===== config.mk =====
export PLATFORM = sky130hd
export DESIGN_NAME = drm_activator_stream_if
export DESIGN_NICKNAME = d
export VERILOG_FILES = /design/src/rtl/drm_activator_stream_if.sv
export SDC_FILE = /design/constraint.sdc
export NUM_CORES = 1
export LEC_CHECK = 0
export CAP_MARGIN = 20
export CORE_MARGIN = 8
export CORE_UTILIZATION = 35
export DETAILED_ROUTE_END_ITERATION = 16
export GPL_TIMING_DRIVEN = 0
export PLACE_DENSITY_LB_ADDON = 0.3
export SLEW_MARGIN = 20
export SYNTH_ARGS = -nofsm -noshare
export SYNTH_HDL_FRONTEND = slang
export SYNTH_SLANG_ARGS = --single-unit

===== constraint.sdc =====
create_clock -name ap_clk -period 22.5 [get_ports ap_clk]
set_input_delay 2.25 -clock ap_clk [delete_from_list [all_inputs] [get_ports ap_clk]]
set_output_delay 2.25 -clock ap_clk [all_outputs]
set_load 0.05 [all_outputs]

===== src/rtl/drm_activator_stream_if.sv =====
// User-IP endpoint of the DRM controller AXI4-Stream pair: decodes commands,
// holds the activation code, meters usage events and returns response words.
module drm_activator_stream_if #(
   parameter int C_DATA_WIDTH   = 32,
   parameter int C_CODE_WORDS   = 4,
   parameter int C_LOAD_TIMEOUT = 1024
) (
   input  logic                       ap_clk,
   input  logic                       ap_rst,
   input  logic                       drm_to_uip_tvalid,
   output logic                       drm_to_uip_tready,
   input  logic [C_DATA_WIDTH-1:0]    drm_to_uip_tdata,
   output logic                       uip_to_drm_tvalid,
   input  logic                       uip_to_drm_tready,
   output logic [C_DATA_WIDTH-1:0]    uip_to_drm_tdata,
   input  logic                       usage_event,
   output logic                       activated,
   output logic [C_CODE_WORDS*32-1:0] activation_code
);

   localparam int IDX_W = 4;
   localparam int TO_W  = $clog2(C_LOAD_TIMEOUT);
   localparam logic [IDX_W-1:0] LAST_IDX = IDX_W'(C_CODE_WORDS - 1);
   localparam logic [TO_W-1:0]  TO_LAST  = TO_W'(C_LOAD_TIMEOUT - 1);

   typedef enum logic [1:0] {
      S_IDLE,
      S_LOAD,
      S_RESP,
      S_RESP_HI
   } state_e;

   typedef enum logic [3:0] {
      OP_WRITE_CODE  = 4'h1,
      OP_READ_STATUS = 4'h2,
      OP_READ_COUNT  = 4'h3,
      OP_CLEAR_COUNT = 4'h4
   } opcode_e;

   state_e           state;
   logic [IDX_W-1:0] load_idx;
   logic [TO_W-1:0]  load_timeout;
   logic [63:0]      usage_count;
   logic [31:0]      count_hi;
   logic [3:0]       op;
   logic             cmd_xfer;
   logic             rsp_xfer;
   logic             clear_cnt;

   always_comb begin
      op        = drm_to_uip_tdata[31:28];
      cmd_xfer  = drm_to_uip_tvalid && drm_to_uip_tready;
      rsp_xfer  = uip_to_drm_tvalid && uip_to_drm_tready;
      clear_cnt = (state == S_IDLE) && cmd_xfer && (op == OP_CLEAR_COUNT);
   end

   // Clear has priority over a coincident usage event; count saturates.
   always_ff @(posedge ap_clk or posedge ap_rst) begin
      if (ap_rst) begin
         usage_count <= '0;
      end else if (clear_cnt) begin
         usage_count <= '0;
      end else if (usage_event && activated && (usage_count != '1)) begin
         usage_count <= usage_count + 64'd1;
      end
   end

   always_ff @(posedge ap_clk or posedge ap_rst) begin
      if (ap_rst) begin
         state             <= S_IDLE;
         drm_to_uip_tready <= 1'b0;
         uip_to_drm_tvalid <= 1'b0;
         uip_to_drm_tdata  <= '0;
         activated         <= 1'b0;
         activation_code   <= '0;
         load_idx          <= '0;
         load_timeout      <= '0;
         count_hi          <= '0;
      end else begin
         case (state)
            S_IDLE: begin
               drm_to_uip_tready <= 1'b1;
               if (cmd_xfer) begin
                  case (op)
                     OP_WRITE_CODE: begin
                        activated    <= 1'b0;
                        load_idx     <= '0;
                        load_timeout <= '0;
                        state        <= S_LOAD;
                     end
                     OP_READ_STATUS: begin
                        drm_to_uip_tready <= 1'b0;
                        uip_to_drm_tvalid <= 1'b1;
                        uip_to_drm_tdata  <= {4'hB, 11'h0, activated, 16'(C_CODE_WORDS)};
                        state             <= S_RESP;
                     end
                     OP_READ_COUNT: begin
                        // High half captured with the low half so the pair is coherent.
                        drm_to_uip_tready <= 1'b0;
                        uip_to_drm_tvalid <= 1'b1;
                        uip_to_drm_tdata  <= usage_count[31:0];
                        count_hi          <= usage_count[63:32];
                        state             <= S_RESP_HI;
                     end
                     OP_CLEAR_COUNT: begin
                        drm_to_uip_tready <= 1'b0;
                        uip_to_drm_tvalid <= 1'b1;
                        uip_to_drm_tdata  <= 32'hA000_0000;
                        state             <= S_RESP;
                     end
                     default: begin
                        drm_to_uip_tready <= 1'b0;
                        uip_to_drm_tvalid <= 1'b1;
                        uip_to_drm_tdata  <= 32'hE000_0001 | {4'h0, op, 24'h0};
                        state             <= S_RESP;
                     end
                  endcase
               end
            end

            S_LOAD: begin
               if (cmd_xfer) begin
                  activation_code[32*int'(load_idx) +: 32] <= drm_to_uip_tdata[31:0];
                  load_idx     <= load_idx + 1'b1;
                  load_timeout <= '0;
                  if (load_idx == LAST_IDX) begin
                     activated         <= 1'b1;
                     drm_to_uip_tready <= 1'b0;
                     uip_to_drm_tvalid <= 1'b1;
                     uip_to_drm_tdata  <= 32'hA000_0000 | 32'(C_CODE_WORDS);
                     state             <= S_RESP;
                  end
               end else if (load_timeout == TO_LAST) begin
                  drm_to_uip_tready <= 1'b0;
                  uip_to_drm_tvalid <= 1'b1;
                  uip_to_drm_tdata  <= 32'hE000_0002;
                  state             <= S_RESP;
               end else begin
                  load_timeout <= load_timeout + 1'b1;
               end
            end

            S_RESP_HI: begin
               if (rsp_xfer) begin
                  uip_to_drm_tdata <= count_hi;
                  state            <= S_RESP;
               end
            end

            S_RESP: begin
               if (rsp_xfer) begin
                  uip_to_drm_tvalid <= 1'b0;
                  drm_to_uip_tready <= 1'b1;
                  state             <= S_IDLE;
               end
            end

            default: state <= S_IDLE;
         endcase
      end
   end

endmodule


== Word-level counts from Yosys, hierarchy flattened ==
Index checks and enable logic that the tools add are counted.

* Output and inout port bits: 163
* Latch bits: 0
* Bits of input ports: 37
* Bits in writable memories: 0
* Word-level logic and storage cells: 101
* Bits in read-only memories: 0
* Memories: 0
* Register bits after elaboration: 275

* Bitwise logic cells: 0
* Shift operators: 2
* Add/subtract/negate cells: 4
* Div/mod/pow operators: 0
* $lt $le $gt $ge: 0
* $mul: 0
* Multiplexer cells: 45
* Eq/ne operators: 20
* Reduce and logical (&&, ||, !) cells: 20

{| class="wikitable"
|+ Operators by type and width
! operator !! count
|-
| $mux W32 || 5
|-
| $bwmux W128 || 1
|-
| $mux W64 || 2
|-
| $pmux W32 S4 || 1
|-
| $shift A32 B33 Y128 const A || 1
|-
| $shiftx A32 B33 Y128 || 1
|-
| $pmux W32 S3 || 1
|-
| $add A64 B1 Y64 const B || 1
|-
| $ne A64 B64 Y1 const B || 1
|-
| $mux W10 || 4
|-
| $neg A9 Y33 || 1
|-
| $pmux W10 S2 || 1
|-
| $mux W1 || 15
|-
| $eq A4 B2 Y1 const B || 3
|-
| $mux W2 || 6
|-
| $mux W4 || 3
|-
| $ne A2 B2 Y1 const B || 6
|-
| $reduce_and A4 Y1 || 3
|-
| $reduce_and A6 Y1 || 2
|-
| $add A10 B1 Y10 const B || 1
|-
| $eq A10 B10 Y1 const B || 1
|-
| $reduce_and A5 Y1 || 2
|-
| $ne A3 B3 Y1 const B || 3
|-
| $pmux W2 S4 || 1
|-
| 16 further kinds || 25
|}

== Longest topological paths before layout ==
Gate-level depths: netlist of the first run.

* Depth in word-level cells: 4
* Mapped depth: 11
* Depth with buffers taken out: 9

== Least setup slack after synthesis of the first run ==
Ideal clock, no wire load.

* Kind: input to register
* From: input drm_to_uip_tdata[29]
* To: register load_timeout[7]
* Data arrival time: 3.981 ns
* Data required time: 22.422 ns
* Slack: 18.441 ns
* Path buffers: 0
* Library setup time: 0.078 ns
* Cell stages on the path: 6
* Cells stage by stage: nor4b_1 -> nand3_1 -> o31ai_1 -> nand2_1 -> or3_1 -> a21oi_1

* Longest elaborated chain between the ends: 3

{| class="wikitable"
|+ RTL lines
! what !! line !! RTL
|-
| start: declaration || 12 || <nowiki>input logic [C_DATA_WIDTH-1:0] drm_to_uip_tdata,</nowiki>
|-
| $eq A4 B1 Y1 || 84 || <nowiki>case (op)</nowiki>
|-
| $ne A2 B1 Y1 (no source line) || - ||
|-
| $reduce_and A4 Y1 (no source line) || - ||
|-
| end signal: assignment || 139 || <nowiki>load_timeout <= load_timeout + 1'b1;</nowiki>
|-
| end: declaration || 42 || <nowiki>logic [TO_W-1:0] load_timeout;</nowiki>
|}

No other way between the ends.
A chain may end at the register's enable or synchronous reset.

== Worst setup path in the final report of the first run ==
* From: input drm_to_uip_tdata[30]
* To: register usage_count[35]

* Longest elaborated chain between the ends: 3
* Elaborated cells between the ends (all ways): 4
* Classes of those cells: eq/ne (1); mux (1); reduce/logical (2)

{| class="wikitable"
|+ RTL lines
! what !! line !! RTL
|-
| $eq A4 B3 Y1 * || 54 || <nowiki>clear_cnt = (state == S_IDLE) && cmd_xfer && (op == OP_CLEAR_COUNT);</nowiki>
|-
| $logic_and A1 B1 Y1 * || 54 ||
|-
| $mux W64 / $reduce_bool A2 Y1 (equally long branches) || - ||
|-
| end signal: assignment || 64 || <nowiki>usage_count <= usage_count + 64'd1;</nowiki>
|-
| end: declaration || 43 || <nowiki>logic [63:0] usage_count;</nowiki>
|}

Every way passes the cells marked *; elsewhere a longest branch is shown, timed or not.

==> results of run 1 <==
[cell type report]
type / instances / area [um^2] / share of cell area (%)
Inverter: 50 / 195 / 1.20
Sequential cell: 275 / 6880 / 42.2
Multi-Input combinational cell: 811 / 5170 / 31.7
Tap cell: 461 / 577 / 3.54
Clock inverter: 11 / 153 / 0.936
Timing Repair Buffer: 201 / 2050 / 12.6
Buffer: 69 / 325 / 1.99
Antenna cell: 1 / 2.50 / 0.0153
Clock buffer: 50 / 951 / 5.83
[per-stage QoR]
| stage | power (W) | utilization (%) | hold slack, ns |
|---|---|---|---|
| 2_1_floorplan | 0.000518 | - | 0.450 |
| 3_3_place_gp | 0.000532 | 42.6 | 0.461 |
| 3_5_place_dp | 0.000533 | 42.8 | 0.466 |
| 4_1_cts | 0.00107 | 45.9 | 0.478 |
| 5_1_grt | 0.00110 | 46.0 | 0.497 |
| 6_report | 0.00106 | 46.0 | 0.475 |
[cells by family (layout without fill, tap and decap cells)]
logic type               count (synthesis)  after routing  share of synthesized area [%]
AO/OA/AOI/OAI                          257            257                           13.4
XOR/XNOR                                34             34                           2.37
adder cells (fa/ha/maj)                  9              9                          0.897
buffers and inverters                  119            381                           4.09
flip-flops                             275            275                           54.8
multiplexers                            95             95                           8.19
other                                    0              1                              0
AND/OR/NAND/NOR                        416            416                           16.2
[worst max-delay path by stage]
stage                         start                   end  cells past startpoint
2_1_floorplan                ap_rst             activated                      1
3_3_place_gp                 ap_rst  uip_to_drm_tdata[15]                      2
3_5_place_dp   drm_to_uip_tdata[30]       usage_count[35]                      7
4_1_cts        drm_to_uip_tdata[30]       usage_count[35]                      7
5_1_grt        drm_to_uip_tdata[30]       usage_count[41]                      7
6_report       drm_to_uip_tdata[30]       usage_count[35]                      7
[power groups by stage]
stage | registers (W) | logic, W | clock network [W]
CTS | 0.000495 | 0.0000292 | 0.000551
floorplan | 0.000504 | 0.0000134 | 0
detailed placement | 0.000504 | 0.0000291 | 0
global placement | 0.000504 | 0.0000275 | 0
finish | 0.000495 | 0.0000283 | 0.000538
global route | 0.000495 | 0.0000317 | 0.000571
[metal layers]
metal | wire length (um) | global-route usage (%)
met5 | 13 | 0
met4 | 957 | 5.41
met3 | 2780 | 3.49
met2 | 17500 | 28.4
met1 | 16000 | 22.5
[worst max-delay path, delay by kind of cell]
kind | cells | cell delay, ns
AND/OR/NAND/NOR | 1 | 0.27
AO/OA/AOI/OAI | 1 | 0.10
buffers and inverters | 5 | 2.48
[synth_stat cells (28+ instances only)]
library cell  count  area, um^2
dfrtp_1         275        6880
nand2_1         185         694
o21ai_0          92         460
mux2_2           62         698
nor2_1           61         229
clkbuf_1         57         214
inv_1            49         184
o31ai_1          46         345
mux2i_1          33         330
nand3_1          32         160
nand4_1          29         181
a21oi_1          28         140
[sequential cells by signal, summed over array words and instances (netlist names)]
register	cells
activation_code	128
usage_count	64
count_hi	32
uip_to_drm_tdata	32
load_timeout	10
load_idx	4
state	2
activated	1
drm_to_uip_tready	1
uip_to_drm_tvalid	1
[layout by cell type, fill, tap and decap left out, types with 9 or more instances in the layout]
cell,n
a21oi_1,28
and3_1,13
o31ai_1,45
a22oi_1,27
nor3_1,13
clkbuf_16,34
ha_1,9
o21ai_0,92
or4_1,23
nand2_1,185
xnor2_1,13
xor2_1,21
nand3_1,32
or3_1,18
clkbuf_1,69
mux2i_1,33
dfrtp_1,275
nand4_1,29
and4_1,9
nor2_1,61
inv_1,48
mux2_2,62
a21oi_2,17
clkdlybuf4s50_1,199
==> impl_metrics.yaml, run 1 <==
status:
  run_status: "finished clean"
place:
  placed_cells: 1867
  cell_area_placed_mm2: 0.0152
  dpl_worst_slack_ns: 17.25
  place.gp.congestion: 0.830
  dp.final_hpwl_um: 27700
  numPortBuffers: 199
synthesis:
  synth_flop_cell: "dfrtp_1"
  synth-seq-area-share_pct: 54.8
  number_of_enable_type_register_cells_in_the_synthesized_netlist: 0
  synth_nets: 1251
  yosysWarningCount: 0
  synthesis.area_mm2: 0.0126
  post_synthesis_mean_instance_area_um2: 10.4
  synthArstFlopShare_pct: 100
  synthCells: 1205
  netlist-cell-type-count: 64
  ys_seq_elements: 275
floorplan:
  design.die.area_mm2: 0.0422
  dieWidth_um: 205
  die_boundary_height_um: 205
  design.core.area_mm2: 0.0355
  ios: 200
  floorplan.initialDensity_pct: 35.4
  std_cell_rows: 69
power:
  cellInternalPower_w: 0.000834
  swShare_pct: 21.4
  power_switching_w: 0.000227
  power-per-cell-area_mw_per_mm2: 65.1
  leakagePower_nw: 7.03
  pwr-share-comb_pct: 2.7
  ir_drop_v: 0.0000424
  share_seq_of_total_power_pct: 46.7
  clock_group_share_of_total_power_pct: 50.7
clock_tree:
  clk_transition_reported_paths_ns: 0.05
  cts_setup_buffers: 0
  cts_hold_buffers: 0
  ctsLongestPathBuffers: 3
  tritoncts_clock_tree: "done"
  worst_skew_pair.late_latency_ns: 0.51
  cts_inserted_buffers: 34
  h_tree_levels: 2
  cts_root_buf: "clkbuf_16"
  postCtsResizedCells: 0
  clock_sink_count: 275
min_path:
  hold_path_startpoint: "activation_code[80]"
  holdPathStages: 2
  kind_of_path_behind_the_tightest_hold_check: "reg -> reg"
  worst_hold_path.endpoint: "activation_code[80]"
timing:
  max_freq_mhz: 210
  fin_worst_skew_ns: 0.0103
  endpoints_failing_hold: 0
  final.setup.tns_ns: 0
  final_min_period_over_clock_period_pct: 21.1
  post_layout_worst_setup_margin_ns: 17.75
  timing_worst_slew_pin_value_ns: 0.904
  minimum_clock_period_ns: 4.75
  finalSetupViolations: 0
  slew-limit-headroom_pct: 39.2
  drv_slew: 0
  rsz0062_at_grt: "false"
worst_setup_path:
  crit_path_cell_trace: "clkdlybuf4s50_1, clkbuf_1, and4b_1, clkbuf_1, clkbuf_1, clkbuf_1, a21oi_1"
  crit_path_max_fanout: 10
  crit_path_max_incr_delay_ns: 0.66
  path_common_cell: "clkbuf_1"
  criticalPathCategory: "in -> reg"
  worstSetupStartpointType: "primary input"
  regToRegEndpoint: "usage_count[35]"
  critPathRequiredTime_ns: 22.85
  worstSetupEndpointType: "flop"
  r2r_start: "state[0]"
  slowest_stage: "clkbuf_1"
  worst_ep_arrival_ns: 5.10
  ff2ff_path_depth: 10
  worst-r2r-setup-slack_ns: 18.99
global_route:
  grt_start_max_net_pins: 105
  global_route.usage.total_pct: 17.2
  grt_antenna_before_repair: 1
  grt_overflow: 0
  first_global_vias: 10300
  grt_first_pass_wirelength_um: 58300
cells_and_area:
  num-fill-cells: 3364
  num-nets-final: 1488
  final_cell_count_no_fill: 1929
  synthToLayoutAreaGrowth_pct: 29.9
  fraction_of_final_layout_cells_sized_beyond_drive_strength_1_pct: 10.5
  postLayoutCellArea_mm2: 0.0163
detailed_routing:
  route.vias.total: 10300
  drt_iter0_drc: 740
  finalWirelength_um: 37300
  final_antenna_net_count: 0
  drtPass1Iterations: 5
  post_detailed_route_drc_marker_count: 0
  via_per_inst: 5.36
  routed_wire_length_per_instance_um: 19.3
run:
  cap_violations: 0
No activity file was read; power rests on OpenSTA's default activity.
==> inputs of run 2 (changes only) <==
clock period = 4.3 ns   (was 22.5 ns; I/O delays follow)
==> run 2 against run 1 <==
Hold slack worse by 0.19 ns. Via count is 0.38% lower. Combinational power grew to 5.8 times the previous value. Count of clock-buffer cells in the layout is 9 lower. Sequential power grew to 5.2 times the previous value. Sequential share of layout area is 0.41 points lower. Final cell count is 0.16% higher. Critical path depth is 3 higher. Core utilization is 0.45 points higher. Largest cell class unchanged.
==> impl_metrics.yaml, run 2 (synthesis gave the netlist of run 1 again) <==
clock_tree:
  clock_sink_count: 275
  postCtsResizedCells: 0
  cts_root_buf: "clkbuf_16"
  clk_transition_reported_paths_ns: 0.06
  worst_skew_pair.late_latency_ns: 0.58
  cts_inserted_buffers: 31
  h_tree_levels: 1
  cts_hold_buffers: 0
  cts_setup_buffers: 0
  tritoncts_clock_tree: "done"
  ctsLongestPathBuffers: 3
timing:
  fin_hold_ws_ns: 0.284
  rsz0062_at_grt: "false"
  final_min_period_over_clock_period_pct: 80.4
  minimum_clock_period_ns: 3.46
  drv_slew: 0
  timing_worst_slew_pin_value_ns: 1.07
  max_freq_mhz: 289
  fin_worst_skew_ns: 0.0163
  final.setup.tns_ns: 0
  slew-limit-headroom_pct: 27.9
  finalSetupViolations: 0
  endpoints_failing_hold: 0
floorplan:
  design.core.area_mm2: 0.0355
  std_cell_rows: 69
  floorplan.initialDensity_pct: 35.4
  design.die.area_mm2: 0.0422
  ios: 200
  die_boundary_height_um: 205
  dieWidth_um: 205
cells_and_area:
  final-seq-area_mm2: 0.00688
  postLayoutCellArea_mm2: 0.0165
  num-nets-final: 1492
  num-fill-cells: 3329
  fraction_of_final_layout_cells_sized_beyond_drive_strength_1_pct: 11.0
  final_core_utilization_pct: 46.4
  antenna_cells_inserted: 0
  final_cell_mix: "dfrtp_1, clkdlybuf4s50_1, nand2_1, o21ai_0, clkbuf_1"
  layout_commonest_cell: "dfrtp_1"
  regs_by_ff_count: "activation_code: 128 flops, usage_count: 64 flops"
  largest_register_ffs: 128
  register_with_the_highest_flop_count: "activation_code"
  multiInputGateArea_mm2: 0.00516
  synthToLayoutAreaGrowth_pct: 31.2
place:
  place.gp.congestion: 0.846
  numPortBuffers: 199
  cell_area_placed_mm2: 0.0153
  dp.final_hpwl_um: 28400
global_route:
  grt_start_max_net_pins: 35
  grt_overflow: 0
  grt_antenna_before_repair: 0
  first_global_vias: 10400
  grt_first_pass_wirelength_um: 59200
  global_route.usage.total_pct: 17.4
power:
  cellInternalPower_w: 0.00453
  total_power_w: 0.00572
  share_seq_of_total_power_pct: 45.3
  power-per-cell-area_mw_per_mm2: 347
  leakagePower_nw: 7.11
  ir_drop_v: 0.000363
  pwr-share-comb_pct: 2.8
  swShare_pct: 20.9
  power_switching_w: 0.00120
  clock_group_share_of_total_power_pct: 51.9
detailed_routing:
  finalWirelength_um: 37600
  drtPass1Iterations: 5
  post_detailed_route_drc_marker_count: 0
  via_per_inst: 5.34
  drt_iter0_drc: 678
  route.vias.total: 10300
  routed_wire_length_per_instance_um: 19.5
  final_antenna_net_count: 0
status:
  run_status: "finished clean"
worst_setup_path:
  critical_path.startpoint: "state[1]"
  criticalPathCategory: "reg -> reg"
  worstSetupStartpointType: "flop"
  crit_path_max_fanout: 10
  worstSetupEndpointType: "flop"
  critPathRequiredTime_ns: 4.71
  r2r_start: "state[1]"
  worst_ep_arrival_ns: 3.86
min_path:
  kind_of_path_behind_the_tightest_hold_check: "in -> async"
run:
  cap_violations: 0
-- run 2: cell types whose count changed in the layout (fill, tap and decap cells not counted), sizes merged --
cell	delta
bufinv	+5
clkbuf	-9
diode	-1
clkinvlp	+1
clkinv	+2
buf	+7
inv	-2
-- run 2: worst paths after layout --
| check | to | slack, ns | cells past startpoint |
|---|---|---|---|
| min in group ap_clk | activation_code[72] | 0.47 | 2 |
| worst min-delay path | activation_code[124] | 0.28 | 2 |
| worst min register to register | activation_code[72] | 0.47 | 2 |
| worst max-delay path | usage_count[31] | 0.84 | 10 |
| max in group asynchronous | count_hi[14] | 2.78 | 6 |
| worst max register to register | usage_count[31] | 0.84 | 10 |
-- run 2: per-layer routing --
metal  wire length (um)  GRT usage, %  up-vias
met2              17600          28.7      341
met3               2440          2.93       71
met5                  0             0        -
li1                   -             -     4787
met4               1120          5.23        0
met1              16500          23.2     5110
-- run 2: per-stage QoR --
| stage | setup slack, ns | std cells |
|---|---|---|
| 2_1_floorplan | 0.233 | 1205 |
| 3_3_place_gp | -1.89 | 1865 |
| 4_1_cts | 0.856 | 1932 |
| 3_5_place_dp | 0.896 | 1874 |
| 6_report | 0.844 | 1932 |
| 5_1_grt | 0.329 | 1932 |
-- run 2: power groups by stage --
stage          Combinational (W)  Clock, W  Sequential, W
2_1_floorplan          0.0000703         0        0.00264
3_3_place_gp            0.000145         0        0.00264
3_5_place_dp            0.000167         0        0.00264
4_1_cts                 0.000167   0.00304        0.00259
5_1_grt                 0.000183   0.00315        0.00259
6_report                0.000163   0.00297        0.00259
-- run 2: area by class of cell --
type | instances | share of cell area, %
Inverter | 50 | 1.16
Buffer | 69 | 1.98
Clock buffer | 41 | 5.18
Sequential cell | 275 | 41.8
Timing Repair Buffer | 208 | 13.2
Multi-Input combinational cell | 811 | 31.4
Tap cell | 461 | 3.50
Clock inverter | 17 | 1.85
-- run 2: critical path: stages, from the launching register on --
cell and delay (ns):
dfrtp_1 0.40, inv_1 0.11, ha_1 0.16, clkbuf_1 0.30, inv_1 0.17, nor2_1 0.26, and4b_1 0.25, clkbuf_1 0.38
clkbuf_1 0.48, clkbuf_1 0.67, a21oi_1 0.10
==> inputs of run 3 (changes only) <==
clock period = 3.55 ns   (was 4.3 ns; I/O delays follow)
==> run 3 against run 2 <==
Hold slack got worse by 0.074 ns. Clock skew increased by 0.0021 ns. Total power increased by 21%. Routed wire length about the same. First-iteration DRC count increased by 3.4%. Non-clock buffer count unchanged. Sequential power increased by 21%. Count of clock-buffer cells in the layout unchanged. Fmax increased by 5.9%. Via count increased by 0.32%. Largest cell class unchanged. Largest power group unchanged. Highest routed layer unchanged.
==> impl_metrics.yaml, run 3 (synthesis gave the netlist of run 1 again) <==
status:
  run_status: "finished clean"
clock_tree:
  cts_setup_buffers: 0
  worst_skew_pair.late_latency_ns: 0.58
  clk_transition_reported_paths_ns: 0.06
  clock_sink_count: 275
  cts_hold_buffers: 0
  h_tree_levels: 1
  cts_inserted_buffers: 31
  cts_root_buf: "clkbuf_16"
  tritoncts_clock_tree: "done"
  ctsLongestPathBuffers: 3
place:
  placed_cells: 1874
  numPortBuffers: 199
  dp.final_hpwl_um: 28400
  place.gp.congestion: 0.846
floorplan:
  die_boundary_height_um: 205
  ios: 200
  dieWidth_um: 205
  std_cell_rows: 69
  design.core.area_mm2: 0.0355
  design.die.area_mm2: 0.0422
  floorplan.initialDensity_pct: 35.4
detailed_routing:
  final_antenna_net_count: 0
  routed_wire_length_per_instance_um: 19.5
  finalWirelength_um: 37600
  via_per_inst: 5.35
  drt_iter0_drc: 701
  route.vias.total: 10300
  post_detailed_route_drc_marker_count: 0
  drtPass1Iterations: 5
cells_and_area:
  largest_register_ffs: 128
  register_with_the_highest_flop_count: "activation_code"
  synthToLayoutAreaGrowth_pct: 31.3
  fraction_of_final_layout_cells_sized_beyond_drive_strength_1_pct: 11.3
  layout_commonest_cell: "dfrtp_1"
  final_cell_mix: "dfrtp_1, clkdlybuf4s50_1, nand2_1, o21ai_0, mux2_2"
  antenna_cells_inserted: 0
  final_core_utilization_pct: 46.5
  num-fill-cells: 3330
  final_cell_count_no_fill: 1932
  num-nets-final: 1492
  regs_by_ff_count: "activation_code: 128 flops, usage_count: 64 flops"
global_route:
  grt_antenna_before_repair: 0
  first_global_vias: 10400
  global_route.usage.total_pct: 17.4
  grt_start_max_net_pins: 35
  grt_first_pass_wirelength_um: 59200
  grt_overflow: 0
run:
  cap_violations: 0
worst_setup_path:
  worst_ep_arrival_ns: 3.69
  worstSetupStartpointType: "flop"
  criticalPathCategory: "reg -> reg"
  critPathRequiredTime_ns: 3.97
  crit_path_max_fanout: 10
  ff2ff_path_depth: 11
  worstSetupEndpointType: "flop"
timing:
  slew-limit-headroom_pct: 27.8
  minimum_clock_period_ns: 3.26
  fin_hold_ws_ns: 0.210
  fin_worst_skew_ns: 0.0185
  timing_worst_slew_pin_value_ns: 1.07
  final.setup.tns_ns: 0
  finalSetupViolations: 0
  final_min_period_over_clock_period_pct: 91.9
  endpoints_failing_hold: 0
  drv_slew: 0
  max_freq_mhz: 306
power:
  leakagePower_nw: 7.12
  total_power_w: 0.00692
  ir_drop_v: 0.000439
  power-per-cell-area_mw_per_mm2: 420
min_path:
  kind_of_path_behind_the_tightest_hold_check: "in -> async"
-- run 3: metal layers --
layer	track usage [%]	wire length, um	vias up
li1	-	-	4788
met1	23.2	16200	5117
met2	28.7	17500	356
met3	2.93	2740	81
met4	5.23	1190	0
met5	0	0	-
-- run 3: per-stage QoR --
stage	setup WS, ns	area [um^2]
2_1_floorplan	-0.442	12600
3_3_place_gp	-2.56	15100
3_5_place_dp	0.146	15300
4_1_cts	0.106	16500
5_1_grt	-0.0501	16500
6_report	0.287	16500
-- run 3: layout make-up --
type	count	area, um^2	share of cell area [%]
Clock inverter	17	304	1.84
Tap cell	461	577	3.50
Multi-Input combinational cell	811	5170	31.4
Sequential cell	275	6880	41.7
Clock buffer	41	853	5.18
Inverter	50	191	1.16
Timing Repair Buffer	208	2170	13.2
Buffer	69	330	2.00
-- run 3: power by group --
part           switching [W]  internal [W]  total, W
clock network        0.00132       0.00227   0.00359
logic               0.000124     0.0000727  0.000197
registers        0.000000345       0.00314   0.00314
-- run 3: worst max-delay path, cell delays in order, from the launching register on --
cell,delay (ns)
dfrtp_1,0.46
nor2_1,0.20
nand2_1,0.09
ha_1,0.28
clkbuf_1,0.21
inv_1,0.15
nand4_1,0.14
a2111oi_2,0.55
nand3_1,0.40
clkbuf_1,0.37
nand2_1,0.15
o21ai_0,0.10
-- run 3: what timing repair did --
| action | 4_1_cts | 5_1_grt |
|---|---|---|
| gates resized for setup | 0 | 8 |
| hold endpoints to repair | 0 | 0 |
| endpoints found under the setup margin | 0 | 111 |
-- run 3: path summary, 6_finish.rpt --
kind | start | end | slack [ns]
max | load_idx[0] | activation_code[53] | 0.29
min | ap_rst | activation_code[94] | 0.21
max reg2reg | load_idx[0] | activation_code[53] | 0.29
min reg2reg | activation_code[72] | activation_code[72] | 0.47
max in group asynchronous | ap_rst | usage_count[19] | 2.10
min in group ap_clk | drm_to_uip_tdata[4] | activation_code[4] | 0.43
